--- config.mk ---
export PLATFORM = sky130hd
export DESIGN_NAME = sys_array_loader
export DESIGN_NICKNAME = d
export VERILOG_FILES = /design/src/rtl/sys_array_loader.sv
export SDC_FILE = /design/constraint.sdc
export NUM_CORES = 1
export LEC_CHECK = 0
export ABC_AREA = 1
export BUFFER_PORTS_ARGS = -buffer_cell sky130_fd_sc_hd__clkbuf_2
export CAP_MARGIN = 10
export CORE_ASPECT_RATIO = 1.75
export CORE_MARGIN = 2
export CORE_UTILIZATION = 49
export DETAILED_ROUTE_END_ITERATION = 10
export PLACE_DENSITY = 0.75
export SKIP_CTS_REPAIR_TIMING = 1
export SLEW_MARGIN = 20
export SYNTH_ARGS = -nofsm -noshare
export SYNTH_HDL_FRONTEND = slang
export SYNTH_SLANG_ARGS = --single-unit
--- constraint.sdc ---
create_clock -name clk -period 1.9 [get_ports clk]
set_input_delay 0.285 -clock clk [delete_from_list [all_inputs] [get_ports clk]]
set_output_delay 0.285 -clock clk [all_outputs]
set_load 0.02 [all_outputs]
--- src/rtl/sys_array_loader.sv ---
// sys_array_loader: streams W and B into the fetcher's parallel buses, sequences it,
// and streams the captured result matrix back out row-major with a last marker.
`default_nettype none

module sys_array_loader #(
  parameter int DATA_WIDTH     = 8,
  parameter int ARRAY_W_W      = 2,
  parameter int ARRAY_W_L      = 5,
  parameter int ARRAY_A_W      = 5,
  parameter int ARRAY_A_L      = 2,
  parameter int TIMEOUT_CYCLES = 64
) (
  input  logic                                          clk,
  input  logic                                          reset,
  input  logic [DATA_WIDTH-1:0]                         in_data,
  input  logic                                          in_valid,
  output logic                                          in_ready,
  output logic [2*DATA_WIDTH-1:0]                       out_data,
  output logic                                          out_valid,
  input  logic                                          out_ready,
  output logic                                          out_last,
  output logic                                          busy,
  output logic                                          error,
  output logic                                          fetch_reset_n,
  output logic                                          fetch_load_params,
  output logic                                          fetch_start_comp,
  output logic [ARRAY_A_W*ARRAY_A_L*DATA_WIDTH-1:0]     fetch_data_b,
  output logic [ARRAY_W_W*ARRAY_W_L*DATA_WIDTH-1:0]     fetch_data_w,
  input  logic                                          fetch_ready,
  input  logic [ARRAY_W_W*ARRAY_A_L*2*DATA_WIDTH-1:0]   fetch_result
);

  localparam int NW  = ARRAY_W_W * ARRAY_W_L;
  localparam int NB  = ARRAY_A_W * ARRAY_A_L;
  localparam int NR  = ARRAY_W_W * ARRAY_A_L;
  localparam int NIN = NW + NB;
  localparam int RW  = 2 * DATA_WIDTH;
  localparam int CW  = $clog2(NIN + 1);
  localparam int OW  = $clog2(NR + 1);
  localparam int TW  = $clog2(TIMEOUT_CYCLES + 1);

  typedef enum logic [2:0] {
    S_RECV  = 3'd0,
    S_CLR   = 3'd1,
    S_LOAD  = 3'd2,
    S_START = 3'd3,
    S_WAIT  = 3'd4,
    S_SEND  = 3'd5
  } state_t;

  state_t              state, next_state;
  logic [CW-1:0]       in_cnt;
  logic [OW-1:0]       out_idx;
  logic [TW-1:0]       tcnt;
  logic [NW*DATA_WIDTH-1:0] w_mat;
  logic [NB*DATA_WIDTH-1:0] b_mat;
  logic [NR*RW-1:0]    result;
  logic                load_params_q, start_comp_q, error_q;

  logic accept, last_in, out_fire, last_out, timeout;

  assign accept   = in_valid && in_ready;
  assign last_in  = accept && (in_cnt == CW'(NIN - 1));
  assign out_fire = out_valid && out_ready;
  assign last_out = out_fire && (out_idx == OW'(NR - 1));
  assign timeout  = (tcnt == TW'(TIMEOUT_CYCLES - 1));

  assign in_ready          = (state == S_RECV);
  assign out_valid         = (state == S_SEND);
  assign out_last          = out_valid && (out_idx == OW'(NR - 1));
  assign busy              = !((state == S_RECV) && (in_cnt == '0));
  assign error             = error_q;
  assign fetch_reset_n     = !(reset || (state == S_CLR));
  assign fetch_load_params = load_params_q;
  assign fetch_start_comp  = start_comp_q;
  assign fetch_data_w      = w_mat;
  assign fetch_data_b      = b_mat;

  always_comb begin
    out_data = '0;
    for (int j = 0; j < NR; j++) begin
      if (out_idx == OW'(j)) out_data = result[j*RW +: RW];
    end
  end

  always_ff @(posedge clk) begin
    if (reset) state <= S_RECV;
    else       state <= next_state;
  end

  always_comb begin
    next_state = state;
    case (state)
      S_RECV:  if (last_in) next_state = S_CLR;
      S_CLR:   next_state = S_LOAD;
      S_LOAD:  next_state = S_START;
      S_START: next_state = S_WAIT;
      S_WAIT: begin
        if (fetch_ready)  next_state = S_SEND;
        else if (timeout) next_state = S_RECV;
      end
      S_SEND:  if (last_out) next_state = S_RECV;
      default: next_state = S_RECV;
    endcase
  end

  always_ff @(posedge clk) begin
    if (reset) begin
      in_cnt        <= '0;
      out_idx       <= '0;
      tcnt          <= '0;
      w_mat         <= '0;
      b_mat         <= '0;
      result        <= '0;
      load_params_q <= 1'b0;
      start_comp_q  <= 1'b0;
      error_q       <= 1'b0;
    end else begin
      // Pulses are registered from the upcoming state so they coincide with LOAD/START.
      load_params_q <= (next_state == S_LOAD);
      start_comp_q  <= (next_state == S_START);
      case (state)
        S_RECV: begin
          if (accept) begin
            if (in_cnt == '0) error_q <= 1'b0;
            for (int k = 0; k < NW; k++) begin
              if (in_cnt == CW'(k)) w_mat[k*DATA_WIDTH +: DATA_WIDTH] <= in_data;
            end
            for (int k = 0; k < NB; k++) begin
              if (in_cnt == CW'(NW + k)) b_mat[k*DATA_WIDTH +: DATA_WIDTH] <= in_data;
            end
            in_cnt <= last_in ? '0 : in_cnt + CW'(1);
          end
        end
        S_WAIT: begin
          if (fetch_ready) begin
            result <= fetch_result;
            tcnt   <= '0;
          end else if (timeout) begin
            error_q <= 1'b1;
            tcnt    <= '0;
          end else begin
            tcnt <= tcnt + TW'(1);
          end
        end
        S_SEND: begin
          if (out_fire) out_idx <= last_out ? '0 : out_idx + OW'(1);
        end
        default: ;
      endcase
    end
  end

endmodule

`default_nettype wire

==> results.yml <==
route:
  routed_via_density: 5.168
  vias: 9607
  dr.pass1.iters: 8
  drt-total-wl_um: 30050
  final_antenna_net_count: 0
  drc: 0
  drtIter0Drc: 644
  routedWlPerCell_um: 16.17
sta:
  finalCritPeriodShare_pct: 120.0
  rsz0062_at_grt: "yes"
  fin_crit_ns: 2.280
  slew_headroom_pct: 53.93
  setup_viol: 17
  setup_ws_ns: -0.3796
  hold_slack_ns: 0.001766
  slew_violations: 0
  hold_viol: 0
  tightest_slew_ns: 0.6910
  skew_ns: 0.007673
  max_freq_mhz: 438.7
critical_path:
  cp-end-kind: "output pin"
  r2r_setup_slack_ns: 0.18
  worstPathRequired_ns: 1.62
  crit_path_max_fanout: 7
  critPathLaunchType: "flop"
  crit_arrival_ns: 1.99
  critPathKind: "flop to output pin"
logic_synthesis:
  syn_area_sq_um: 9778
  synth-seq-cells: 245
  synthFlopType: "dfxtp_1"
  yosysTopAreaCellShare_pct: 50.16
  yosysWarnings: 0
  ys_types: 29
  async_reset_ff_share_pct: 0
  synth_seq_area_share_pct: 50.16
  syn_inst: 1336
  synth.area.top_cells: "dfxtp_1, nor2_1, nand2_1"
  yosysTopAreaCell: "dfxtp_1"
  syn_nets: 1423
  synth_edf_count: 0
  avgSynthCellArea_sq_um: 7.319
floorplan:
  start_util_pct: 49.75
  coreArea_sq_um: 19650
  io_pins: 261
  rows: 68
  fp.dieH_um: 190.9
  die-area_sq_um: 21150
  die_w_um: 110.8
finish:
  design_area_sq_um: 12500
  n_antenna_cell: 0
  finalNonFillerCells: 1859
  final.fill_count: 1810
  fin_nets: 1687
  syn_to_final_growth_pct: 27.82
  drive_above_1_share_pct: 25.65
  final_util_pct: 63.59
placed_design:
  dp_cells: 1806
  place_congestion: 0.9053
  port_buffers: 260
  dpl_cell_area_sq_um: 11440
  dpl_worst_slack_ns: -0.007443
  hpwl_um: 21880
power_and_ir_drop:
  leakagePower_uw: 0.005708
  power.density_nw_per_um2: 832.0
  ir_drop_mv: 0.7211
status:
  violations: "negative setup slack"
  status: "finished, violations left"
cts:
  cts_buffer_depth: 3
  cts_buffers: 22
  cts-root-buf: "clkbuf_16"
  path_clk_slew_ns: 0.06
  cts_tree: "done"
  clkSinkCount: 245
  clk_latency_ns: 0.50
  h-tree-depth: 1
grt:
  grt_pass1_vias: 8872
  grt_pass1_wl_um: 46040
  grt_max_degree: 83
  grt-ovfl-total: 0
  antenna_found_initial: 0
  track_usage_pct: 27.13
worst_hold_path:
  hold_class: "input port to flop"
run:
  cap_violations: 0
layer usage:
layer  wire [um]  global-route usage [%]
met5           0                       0
met2       15310                   49.86
met4        2434                   19.09
met1       10590                   28.09
met3        1713                   3.942
where the power goes:
group	internal (uW)	leakage [uW]	switching (uW)
clock network	2640	0.000361	1910
logic	213	0.00337	419
registers	5180	0.00198	33.8
total	8040	0.00571	2360
sequential cells by signal, indices dropped and copies added, names as in the netlist:
signal and cells:
error 1, fetch_data_b 80, fetch_data_w 80, fetch_load_params 1
fetch_start_comp 1, in_cnt 5, out_idx 3, result 64
state 3, tcnt 7
per-stage QoR:
step / total power (uW) / TNS, ns
finish: 10400 / -5.721
global route: 10720 / -7.395
CTS: 10470 / -8.327
detailed placement: 5955 / -0.007443
global placement: 5951 / 0
floorplan: 5678 / 0
cells by family (layout without fill, tap and decap cells):
group                      Yosys count  in the layout  share of synthesized area (%)
xor gates and xnor gates             1              1                        0.08959
buffers and inverters              140            418                          5.963
AOI/OAI and AO/OA                  239            239                          12.73
DFF                                245            245                          50.16
and+or+nand+nor                    701            701                          29.78
adders and majority gates           10             10                          1.280
worst paths after layout:
check,from,end,cells past startpoint
max reg2reg,state[0]$_SDFF_PP0_,fetch_data_b[59]$_SDFFE_PP0P_,8
max,out_idx[0]$_SDFFE_PP0P_,out_data[5],9
min reg2reg,error$_SDFFE_PP0P_,error$_SDFFE_PP0P_,2
min,fetch_result[2],result[2]$_SDFFE_PP0P_,3
worst max-delay path: stages (launching register included):
cell,delay [ns]
dfxtp_4,0.36
inv_4,0.08
ha_4,0.14
inv_4,0.03
nor2_4,0.14
inv_2,0.12
clkbuf_16,0.18
o211ai_1,0.15
o21ai_0,0.12
buf_2,0.17
layout make-up:
| type | count | area (sq um) | share of cell area (%) |
|---|---|---|---|
| clock buffer | 31 | 645.6 | 5.166 |
| clock inverter | 7 | 91.34 | 0.7308 |
| inverter | 62 | 245.2 | 1.962 |
| multi-input combinational | 951 | 4399 | 35.20 |
| sequential | 245 | 4918 | 39.35 |
| tap | 245 | 306.5 | 2.453 |
| timing repair buffer | 317 | 1884 | 15.08 |
| timing repair inverter | 1 | 7.507 | 0.06007 |
cell usage after synthesis, types with 4 or more instances:
cell	n
buf_1	14
inv_1	58
buf_6	4
dfxtp_1	245
nand2_2	11
nor3_1	23
nor2_4	8
ha_1	10
a21oi_1	93
buf_2	16
nor2_1	385
nand3_1	86
o21ai_0	126
clkbuf_1	42
o211ai_1	16
nand2_1	176
cell usage in the layout (no fill, tap or decap), types with 3 or more instances in the layout:
cell and count:
inv_1 49, nor2_1 380, buf_2 10, a21oi_1 93, o211ai_1 16, inv_4 3
clkbuf_1 4, nand2_2 13, ha_1 6, nand2_1 174, nor3_2 3, o21ai_0 119
nor3_1 22, nor2_2 3, buf_6 8, o21ai_1 7, buf_12 7, nand3_1 83
inv_2 9, clkinv_2 3, nor2_4 13, ha_4 3, dfxtp_2 5, clkbuf_2 242
clkbuf_16 24, dfxtp_1 238, clkbuf_8 4, buf_4 49, nand3_2 3
No activity file was read; power rests on OpenSTA's default activity.
